File: src/rtl/icmp_pkg.sv
// Shared types and ICMP header field positions for the message scheduler.
package icmp_pkg;

    typedef enum logic [1:0] {
        ST_IDLE,
        ST_LOAD,
        ST_FOLD,
        ST_EMIT
    } state_t;

    localparam int unsigned ICMP_WORDS = 5;

    localparam int unsigned TYPE_MSB = 31;
    localparam int unsigned TYPE_LSB = 24;
    localparam int unsigned CODE_MSB = 23;
    localparam int unsigned CODE_LSB = 16;
    localparam int unsigned CSUM_MSB = 15;
    localparam int unsigned CSUM_LSB = 0;

    localparam logic [7:0] ICMP_ECHO_REQ   = 8'd8;
    localparam logic [7:0] ICMP_ECHO_REPLY = 8'd0;

endpackage

File: src/rtl/icmp_msg_scheduler_if.sv
// Requester and segmenter signals of the scheduler; master is the scheduler side.
interface icmp_msg_scheduler_if #(
    parameter int unsigned NREQ = 4,
    parameter int unsigned DW   = 32
);
    logic [NREQ-1:0]    req;
    logic [NREQ*DW-1:0] req_data;
    logic [NREQ-1:0]    req_ack;
    logic [NREQ-1:0]    grant;
    logic [DW-1:0]      seg_data;
    logic               seg_valid;
    logic               seg_ready;
    logic               seg_start;
    logic               seg_last;
    logic               busy;
    logic               abort;

    modport master (
        input  req, req_data, seg_ready,
        output req_ack, grant, seg_data, seg_valid, seg_start, seg_last, busy, abort
    );

    modport slave (
        output req, req_data, seg_ready,
        input  req_ack, grant, seg_data, seg_valid, seg_start, seg_last, busy, abort
    );
endinterface

File: src/rtl/icmp_csum_acc.sv
// 20-bit halfword accumulator with an end-around-carry fold to the ICMP checksum.
module icmp_csum_acc (
    input  logic        clk,
    input  logic        rst_n,
    input  logic        clear,
    input  logic        add,
    input  logic [31:0] word,
    output logic [15:0] csum
);
    localparam int unsigned AW = 20;

    logic [AW-1:0] acc_q;
    logic [16:0]   s1;
    logic [15:0]   s2;

    always_ff @(posedge clk or negedge rst_n) begin
        if (!rst_n) begin
            acc_q <= '0;
        end else if (clear) begin
            acc_q <= '0;
        end else if (add) begin
            acc_q <= acc_q + AW'(word[31:16]) + AW'(word[15:0]);
        end
    end

    // Two fold steps suffice: the first can carry at most one bit into bit 16.
    always_comb begin
        s1   = 17'(acc_q[15:0]) + 17'(acc_q[19:16]);
        s2   = s1[15:0] + 16'(s1[16]);
        csum = ~s2;
    end

endmodule

File: src/rtl/icmp_msg_scheduler.sv
// Round-robin arbiter feeding one buffered ICMP message at a time through checksum insertion.
module icmp_msg_scheduler
    import icmp_pkg::*;
#(
    parameter int unsigned NREQ  = 4,
    parameter int unsigned WORDS = ICMP_WORDS,
    parameter int unsigned DW    = 32
) (
    input  logic                 clock,
    input  logic                 hardreset,
    icmp_msg_scheduler_if.master bus
);
    localparam int unsigned     PW       = (NREQ > 1) ? $clog2(NREQ) : 1;
    localparam int unsigned     IW       = (WORDS > 1) ? $clog2(WORDS) : 1;
    localparam logic [IW-1:0]   LAST_IDX = IW'(WORDS - 1);
    localparam logic [PW:0]     NREQ_W   = (PW + 1)'(NREQ);

    state_t            state_q, state_d;
    logic [NREQ-1:0]   grant_q, grant_d;
    logic [PW-1:0]     ptr_q, ptr_d;
    logic [IW-1:0]     widx_q, widx_d;
    logic              abort_q, abort_d;
    logic [DW-1:0]     msg_q [WORDS];

    logic [2*NREQ-1:0] req_dbl;
    logic [NREQ-1:0]   req_rot;
    logic [PW:0]       lane_sum;
    logic [PW:0]       ptr_inc;
    logic [PW-1:0]     pick;
    logic              pick_vld;

    logic [DW-1:0]     lane_word;
    logic [DW-1:0]     load_word;
    logic              req_ok;
    logic              capture;
    logic              acc_clr;
    logic              fold;
    logic [15:0]       csum;

    // Rotate requests so the pointer lane sits at bit 0; lowest set bit wins.
    always_comb begin
        req_dbl  = {bus.req, bus.req};
        req_rot  = NREQ'(req_dbl >> ptr_q);
        lane_sum = '0;
        pick     = '0;
        pick_vld = 1'b0;
        for (int k = int'(NREQ) - 1; k >= 0; k--) begin
            if (req_rot[k]) begin
                lane_sum = {1'b0, ptr_q} + (PW + 1)'(k);
                if (lane_sum >= NREQ_W) begin
                    lane_sum = lane_sum - NREQ_W;
                end
                pick     = lane_sum[PW-1:0];
                pick_vld = 1'b1;
            end
        end
        ptr_inc = {1'b0, pick} + (PW + 1)'(1);
        if (ptr_inc >= NREQ_W) begin
            ptr_inc = '0;
        end
    end

    // Granted lane's word, with the checksum field of word 0 forced to zero.
    always_comb begin
        lane_word = '0;
        for (int k = 0; k < int'(NREQ); k++) begin
            if (grant_q[k]) begin
                lane_word = lane_word | bus.req_data[k*DW +: DW];
            end
        end
        req_ok    = |(grant_q & bus.req);
        load_word = lane_word;
        if (widx_q == '0) begin
            load_word[CSUM_MSB:CSUM_LSB] = '0;
        end
    end

    always_comb begin
        state_d = state_q;
        grant_d = grant_q;
        ptr_d   = ptr_q;
        widx_d  = widx_q;
        abort_d = 1'b0;
        capture = 1'b0;
        acc_clr = 1'b0;
        fold    = 1'b0;
        unique case (state_q)
            ST_IDLE: begin
                if (pick_vld) begin
                    state_d       = ST_LOAD;
                    grant_d       = '0;
                    grant_d[pick] = 1'b1;
                    ptr_d         = ptr_inc[PW-1:0];
                    widx_d        = '0;
                    acc_clr       = 1'b1;
                end
            end
            ST_LOAD: begin
                if (!req_ok) begin
                    state_d = ST_IDLE;
                    grant_d = '0;
                    abort_d = 1'b1;
                end else begin
                    capture = 1'b1;
                    if (widx_q == LAST_IDX) begin
                        state_d = ST_FOLD;
                        widx_d  = '0;
                    end else begin
                        widx_d = widx_q + IW'(1);
                    end
                end
            end
            ST_FOLD: begin
                fold    = 1'b1;
                state_d = ST_EMIT;
                widx_d  = '0;
            end
            ST_EMIT: begin
                if (bus.seg_ready) begin
                    if (widx_q == LAST_IDX) begin
                        state_d = ST_IDLE;
                        grant_d = '0;
                        widx_d  = '0;
                    end else begin
                        widx_d = widx_q + IW'(1);
                    end
                end
            end
            default: begin
                state_d = ST_IDLE;
                grant_d = '0;
            end
        endcase
    end

    always_ff @(posedge clock or negedge hardreset) begin
        if (!hardreset) begin
            state_q <= ST_IDLE;
            grant_q <= '0;
            ptr_q   <= '0;
            widx_q  <= '0;
            abort_q <= 1'b0;
        end else begin
            state_q <= state_d;
            grant_q <= grant_d;
            ptr_q   <= ptr_d;
            widx_q  <= widx_d;
            abort_q <= abort_d;
        end
    end

    always_ff @(posedge clock or negedge hardreset) begin
        if (!hardreset) begin
            for (int w = 0; w < int'(WORDS); w++) begin
                msg_q[w] <= '0;
            end
        end else if (capture) begin
            msg_q[widx_q] <= load_word;
        end else if (fold) begin
            msg_q[0][CSUM_MSB:CSUM_LSB] <= csum;
        end
    end

    icmp_csum_acc u_csum (
        .clk   (clock),
        .rst_n (hardreset),
        .clear (acc_clr),
        .add   (capture),
        .word  (load_word),
        .csum  (csum)
    );

    // Outputs decode registered state only, so they drop with reset without a clock edge.
    assign bus.req_ack   = (state_q == ST_LOAD) ? (grant_q & bus.req) : '0;
    assign bus.grant     = grant_q;
    assign bus.seg_valid = (state_q == ST_EMIT);
    assign bus.seg_data  = (state_q == ST_EMIT) ? msg_q[widx_q] : '0;
    assign bus.seg_start = (state_q == ST_EMIT) && (widx_q == '0);
    assign bus.seg_last  = (state_q == ST_EMIT) && (widx_q == LAST_IDX);
    assign bus.busy      = (state_q != ST_IDLE);
    assign bus.abort     = abort_q;

endmodule

File: src/flat_wrapper.sv
// flat-port wrapper written by rule: the top's interface ports become plain ports
module icmp_msg_scheduler_flat import icmp_pkg::*;
#(
    parameter int unsigned NREQ  = 4,
    parameter int unsigned WORDS = ICMP_WORDS,
    parameter int unsigned DW    = 32
)
  (clock, hardreset, bus_req, bus_req_data, bus_seg_ready, bus_req_ack, bus_grant, bus_seg_data, bus_seg_valid, bus_seg_start, bus_seg_last, bus_busy, bus_abort);
  icmp_msg_scheduler_if #(.NREQ(NREQ), .DW(DW)) bus_i ();
  input  logic clock;
  input  logic hardreset;
  input wire logic [$bits(bus_i.req)-1:0] bus_req;
  input wire logic [$bits(bus_i.req_data)-1:0] bus_req_data;
  input wire logic [$bits(bus_i.seg_ready)-1:0] bus_seg_ready;
  output wire logic [$bits(bus_i.req_ack)-1:0] bus_req_ack;
  output wire logic [$bits(bus_i.grant)-1:0] bus_grant;
  output wire logic [$bits(bus_i.seg_data)-1:0] bus_seg_data;
  output wire logic [$bits(bus_i.seg_valid)-1:0] bus_seg_valid;
  output wire logic [$bits(bus_i.seg_start)-1:0] bus_seg_start;
  output wire logic [$bits(bus_i.seg_last)-1:0] bus_seg_last;
  output wire logic [$bits(bus_i.busy)-1:0] bus_busy;
  output wire logic [$bits(bus_i.abort)-1:0] bus_abort;
  assign bus_i.req = bus_req;
  assign bus_i.req_data = bus_req_data;
  assign bus_i.seg_ready = bus_seg_ready;
  assign bus_req_ack = bus_i.req_ack;
  assign bus_grant = bus_i.grant;
  assign bus_seg_data = bus_i.seg_data;
  assign bus_seg_valid = bus_i.seg_valid;
  assign bus_seg_start = bus_i.seg_start;
  assign bus_seg_last = bus_i.seg_last;
  assign bus_busy = bus_i.busy;
  assign bus_abort = bus_i.abort;
  icmp_msg_scheduler #(.NREQ(NREQ), .WORDS(WORDS), .DW(DW)) u_core (.clock(clock), .hardreset(hardreset), .bus(bus_i));
endmodule
File: config.mk
export PLATFORM = sky130hd
export DESIGN_NAME = icmp_msg_scheduler_flat
export DESIGN_NICKNAME = d
export VERILOG_FILES = /design/src/rtl/icmp_pkg.sv /design/src/rtl/icmp_msg_scheduler_if.sv /design/src/rtl/icmp_csum_acc.sv /design/src/rtl/icmp_msg_scheduler.sv /design/src/flat_wrapper.sv
export SDC_FILE = /design/constraint.sdc
export NUM_CORES = 1
export LEC_CHECK = 0
export CORE_MARGIN = 1.5
export CORE_UTILIZATION = 30
export CTS_CLUSTER_DIAMETER = 40
export DETAILED_ROUTE_END_ITERATION = 7
export PLACE_DENSITY = 0.59
export SLEW_MARGIN = 20
export SYNTH_ARGS = -nofsm -noshare
export SYNTH_HDL_FRONTEND = slang
export SYNTH_SLANG_ARGS = --single-unit
File: constraint.sdc
create_clock -name clock -period 8 [get_ports clock]
set_input_delay 0.8 -clock clock [delete_from_list [all_inputs] [get_ports clock]]
set_output_delay 0.8 -clock clock [all_outputs]
set_load 0.01 [all_outputs]
Word-level counts from Yosys, hierarchy flattened --
Index checks and enable logic that the tools add are counted.
Storage, ports and cells: flip-flop bits (word level) 192, output and inout bits 45
Cells by class: add/sub/neg operators 13, $lt $le $gt $ge 9, eq/ne operators 10, shift operators 1, mux-type cells 55, bitwise gates (word level) 6, reduce and logical (&&, ||, !) cells 15
Operator list (count):
- 32-bit two-way mux | 8
- 160-bit bitwise mux | 1
- 32-bit binary-select mux with 3-bit select | 1
- 32-bit demux with 3-bit select | 1
- 32-bit bitwise OR | 3
- 16-bit two-way mux | 3
- 20-bit by 16-bit adder with 20-bit output | 2
- 20-bit two-way mux | 2
- 2-bit two-way mux | 14
- 4-bit two-way mux | 5
- 16-bit by 4-bit adder with 17-bit output | 1
- 16-bit by 1-bit adder with 16-bit output | 1
- 16-bit NOT | 1
- 3-bit >= comparator (second input constant) | 4
- 1-bit two-way mux | 12
- 3-bit two-way mux | 4
- 3-bit case mux with 4 select lines | 1
- 4-bit case mux with 3 select lines | 1
- 2-bit case mux with 4 select lines | 1
- 8-bit by 2-bit right shift with 4-bit output | 1
- 2-bit by 1-bit subtractor with 2-bit output (second input constant) | 4
- 2-bit by 1-bit adder with 3-bit output (second input constant) | 2
- 2-bit by 2-bit adder with 3-bit output (second input constant) | 2
- 2-bit by 1-bit inequality test with 1-bit output (second input constant) | 3
- other kinds (24) | 31

Longest topological paths before layout --
depth after elaboration 13, mapped depth 17, mapped depth without buffers 15

Hierarchy --
From an unflattened synthesis, not the netlist that was laid out.
Second synthesis, totals: cell total of the unflattened synthesis 1208, area total of the unflattened synthesis 11333.4 µm²
By module, submodules not included:
- icmp_msg_scheduler | times used 1, cells each 925, area an instance 8727.1 µm²
- icmp_csum_acc | times used 1, cells each 283, area an instance 2606.2 µm²

Worst setup path before layout --
Ideal clock, no wire load.
kind flip-flop to flip-flop, start reg u_core.widx_q[0], end reg u_core.u_csum.acc_q[19], library setup time 0.079 ns, arrival 4.075 ns, required time 7.921 ns, setup slack 3.846 ns, stages on the path, launching flop included 18, path buffers 2, period minus slack after synthesis 4.154 ns, cell sequence dfrtp_1 > buf_2 > inv_1 > ha_1 > nand2b_1 > clkbuf_1 > o21ai_1 > fa_1 > inv_1 > ha_1 > fa_1 > a21o_1 > a21oi_2 > o221ai_1 > a2111oi_0 > o31ai_1 > nand4_1 > mux2i_1
On the way: cells in the longest elaborated chain, start to end 5
RTL lines:
- from (decl) | RTL line icmp_msg_scheduler.sv:21 | logic [IW-1:0] widx_q, widx_d;
- from (signal assigned) | RTL line icmp_msg_scheduler.sv:147 | widx_q <= widx_d;
- 3-bit zero test | RTL line icmp_msg_scheduler.sv:73 | if (widx_q == '0) begin
- 16-bit two-way mux | RTL line icmp_msg_scheduler.sv:73
- 20-bit by 16-bit adder with 20-bit output | RTL line icmp_csum_acc.sv:22 | acc_q <= acc_q + AW'(word[31:16]) + AW'(word[15:0]);
- 20-bit two-way mux | RTL line icmp_csum_acc.sv:21 | end else if (add) begin
- 20-bit two-way mux | RTL line icmp_csum_acc.sv:19 | end else if (clear) begin
- to (signal assigned) | RTL line icmp_csum_acc.sv:22
- to (decl) | RTL line icmp_csum_acc.sv:12 | logic [AW-1:0] acc_q;
Every way passes these cells. The select of a mux whose other input is x is not followed. A chain may end at the register's enable or synchronous reset.

Worst setup path in the final report --
start reg u_core.grant_q[2] (netlist: u_core.bus.grant[2]), end reg u_core.u_csum.acc_q[19]
On the way: cells in the longest elaborated chain, start to end 7
RTL lines:
- from (decl) | RTL line icmp_msg_scheduler.sv:19 | logic [NREQ-1:0] grant_q, grant_d;
- from (signal assigned) | RTL line icmp_msg_scheduler.sv:145 | grant_q <= grant_d;
- 32-bit two-way mux * | RTL line icmp_msg_scheduler.sv:67 | if (grant_q[k]) begin
- 32-bit bitwise OR | RTL line icmp_msg_scheduler.sv:68 | lane_word = lane_word | bus.req_data[k*DW +: DW];
- 32-bit two-way mux * | RTL line icmp_msg_scheduler.sv:67
- 16-bit two-way mux * | RTL line icmp_msg_scheduler.sv:73
- named net u_core.load_word[0] | RTL line icmp_msg_scheduler.sv:33 | logic [DW-1:0] load_word;
- 20-bit by 16-bit adder with 20-bit output * | RTL line icmp_csum_acc.sv:22
- 20-bit two-way mux * | RTL line icmp_csum_acc.sv:21
- 20-bit two-way mux * | RTL line icmp_csum_acc.sv:19
Mark *: on every way through the listed nets, which the timed path passes. The rest lies on a longest branch. The select of a mux whose other input is x is not followed.

==> results.sh <==
export IMPL_finalSetupViolations=0
export IMPL_grt_pass1_vias=9560
export IMPL_cts_setup_buffers=0
export IMPL_ys_ff_latch=192
export IMPL_yosysTopAreaCell="dfrtp_1"
export IMPL_post_cts_resized=0
export IMPL_setup_tns_final_ns=0
export IMPL_grt_max_degree=74
export IMPL_ioPinCount=180
export IMPL_rows=70
export IMPL_diodes=0
export IMPL_synth_compound_area_share_pct=25.43
export IMPL_syn_area_sq_um=11100
export IMPL_drt_pass1_iterations=4
export IMPL_tightestPinTransition_ns=1.160
export IMPL_slew_viol_final=0
export IMPL_fmax_ghz=0.1990
export IMPL_timing_final_crit_share_pct=62.83
export IMPL_grt_overflow=0
export IMPL_synthArstFlopShare_pct=100.0
export IMPL_rsz0062_at_grt="false"
export IMPL_skew_ns=0.01769
export IMPL_reg2reg_slack_ns=2.97
export IMPL_grt_use_total_pct=19.01
export IMPL_routedWlPerCell_um=19.35
export IMPL_synth_fp_nets=1409
export IMPL_synth_top_family_by_area="compound AO/OA/AOI/OAI gates"
export IMPL_first_iter_violations=684
export IMPL_grt_pass1_wl_um=55970
export IMPL_antenna_left=0
export IMPL_cts_tree="done"
export IMPL_slew_headroom_pct=21.85
export IMPL_cap_violations=0
export IMPL_clkTransAtPathRegs_ns=0.08
export IMPL_vias=9645
export IMPL_synth_top_area_share_pct=43.29
export IMPL_gp_congestion=0.8630
export IMPL_yosys_top_cells_count="192 x dfrtp_1, 182 x nand2_1, 163 x o21ai_0, 110 x a21oi_1, 79 x nor2_1"
export IMPL_vias_per_cell=5.219
export IMPL_clockRootBuffer="clkbuf_16"
export IMPL_startpoint_type="flop"
export IMPL_cts_sinks=192
export IMPL_die_w_um=195.3
export IMPL_ir_drop_uv=164.1
export IMPL_critPathMaxFanout=19
export IMPL_nets=1548
export IMPL_cp_required_ns=8.36
export IMPL_synthFlopType="dfrtp_1"
export IMPL_die_y_um=195.3
export IMPL_worstSetupPathType="flop to flop"
export IMPL_leakagePower_nw=5.888
export IMPL_hold_violations=0
export IMPL_clk_latency_ns=0.45
export IMPL_ys_seq_area_share_pct=43.29
export IMPL_totalWireLength_um=35770
export IMPL_synthTopCellsByArea="dfrtp_1 43%, o21ai_0 7.4%, nand2_1 6.2%, a21oi_1 5.0%, a22o_1 3.7%"
export IMPL_htree_levels=4
export IMPL_yosys_warnings=0
export IMPL_place_inst=1815
export IMPL_port_buffers=179
export IMPL_synth_edf_count=0
export IMPL_hpwl_um=24920
export IMPL_hold_buffers=0
export IMPL_muxShareOfSynthArea_pct=3.337
export IMPL_min_period_ns=5.026
export IMPL_synth_xor_area_share_pct=2.841
export IMPL_synth_most_common_cell="dfrtp_1"
export IMPL_start_util_pct=30.39
export IMPL_synth_distinct_cells=70
export IMPL_endpoint_kind="flop"
export IMPL_netlist_instances=1228
export IMPL_post_synth_fa_ha_maj_area_fraction_pct=6.404
export IMPL_hold_path_class="primary input to asynchronous set/reset pin"
export IMPL_power_total_mw=4.124
export IMPL_synth_simple_area_share_pct=13.86
export IMPL_worst_endpoint_arrival_ns=5.39
export IMPL_power_density_nw_per_um2=295.7
export IMPL_antenna_found_initial=0
export IMPL_status="finished clean"
export IMPL_cts_made_buffers=17
export IMPL_syn_to_final_growth_pct=25.66
export IMPL_drive_gt1_share_pct=6.957
export IMPL_fin_hold_ws_ns=0.3319
export IMPL_avgSynthCellArea_sq_um=9.038
export IMPL_drc=0
export IMPL_cts_max_path_buffers=2
export IMPL_coreArea_sq_um=36520
export IMPL_finalNonFillerCells=1848
export IMPL_die_area_sq_um=38160
cell type report:
cell class	instances	area (sq um)
Sequential cell	192	4808
Fill cell	3582	22580
Timing Repair Buffer	201	1958
Multi-Input combinational cell	903	5784
Tap cell	468	585.6
Inverter	52	195.2
Clock inverter	15	188.9
Clock buffer	17	425.4
per-stage QoR:
stage,instance area [sq um],util [%],setup slack (ns)
floorplan,11100,-,3.846
global placement,13320,36.47,2.906
CTS,13940,38.16,2.966
finish,13950,38.18,2.974
detailed placement,13320,36.47,2.743
global route,13950,38.18,2.731
registers in the layout, indices dropped and copies added, names as in the netlist, named ones only:
| signal | cells |
|---|---|
| u_core.bus.abort | 1 |
| u_core.msg_q | 160 |
| u_core.ptr_q | 2 |
| u_core.u_csum.acc_q | 20 |
| u_core.widx_q | 3 |
| u_core.bus.grant | 4 |
| u_core.state_q | 1 |
metal layers:
layer | global-route usage [%] | wire [um] | vias up | share of wire (%)
met4 | 4.737 | 547 | 0 | 1.5
met2 | 31.75 | 17240 | 234 | 48
li1 | - | - | 4651 | -
met5 | 0 | 0 | - | 0
met3 | 2.798 | 1646 | 30 | 4.6
met1 | 25.83 | 16330 | 4730 | 46
where the power goes:
group	leakage (nW)	internal [mW]	switching (mW)
registers	2.63	1.21	0.236
clock network	0.296	0.452	0.435
logic	2.96	0.679	1.11
final timing paths:
check | cells after the start | start | to
worst max-delay path | 14 | u_core.bus.grant[2]$_DFFE_PN0P_ | u_core.u_csum.acc_q[19]$_DFFE_PN0P_
worst min-delay path | 1 | hardreset | u_core.msg_q[145]$_DFFE_PN0P_
worst max register to register | 14 | u_core.bus.grant[2]$_DFFE_PN0P_ | u_core.u_csum.acc_q[19]$_DFFE_PN0P_
worst min register to register | 2 | u_core.msg_q[19]$_DFFE_PN0P_ | u_core.msg_q[19]$_DFFE_PN0P_
max in group asynchronous | 2 | hardreset | u_core.u_csum.acc_q[12]$_DFFE_PN0P_
min in group clock | 2 | u_core.msg_q[19]$_DFFE_PN0P_ | u_core.msg_q[19]$_DFFE_PN0P_
worst max-delay path: stages, from the launching register on:
cell	delay, ns
dfrtp_1	0.66
buf_4	0.38
a22o_1	0.23
o21ai_0	0.68
inv_1	0.16
fa_1	0.43
ha_1	0.22
fa_1	0.40
a21o_1	0.22
a21oi_2	0.23
o221ai_1	0.19
a2111oi_0	0.58
o31ai_1	0.20
nand4_1	0.14
mux2i_1	0.19
placed cells by master (no fill, tap or decap), types with 5 or more instances in the layout:
cell type,netlist,layout
nand2b_1,11,11
o21a_1,6,6
and3_1,8,8
clkdlybuf4s50_1,0,178
fa_1,18,18
nor2_1,79,79
o221ai_1,13,13
inv_1,52,52
xor2_1,9,9
a22oi_1,32,32
dfrtp_1,192,189
mux2i_1,37,37
a22o_1,47,47
nand4_1,8,8
o21ai_1,1,5
a21o_1,9,9
a21oi_1,110,110
ha_1,28,28
xnor2_1,22,22
clkbuf_16,0,17
buf_4,0,21
nand3_1,25,25
a221oi_1,16,16
nand2_1,182,179
o21ai_0,163,159
cell families (layout without fill, tap and decap cells):
logic type	after synthesis	count (layout)
buffers and inverters	133	285
XOR/XNOR	33	33
multiplexers	37	37
AO/OA/AOI/OAI	445	445
AND/OR/NAND/NOR	342	342
flip-flops	192	192
adder cells (fa/ha/maj)	46	46
(Power assumes the default switching activity.)
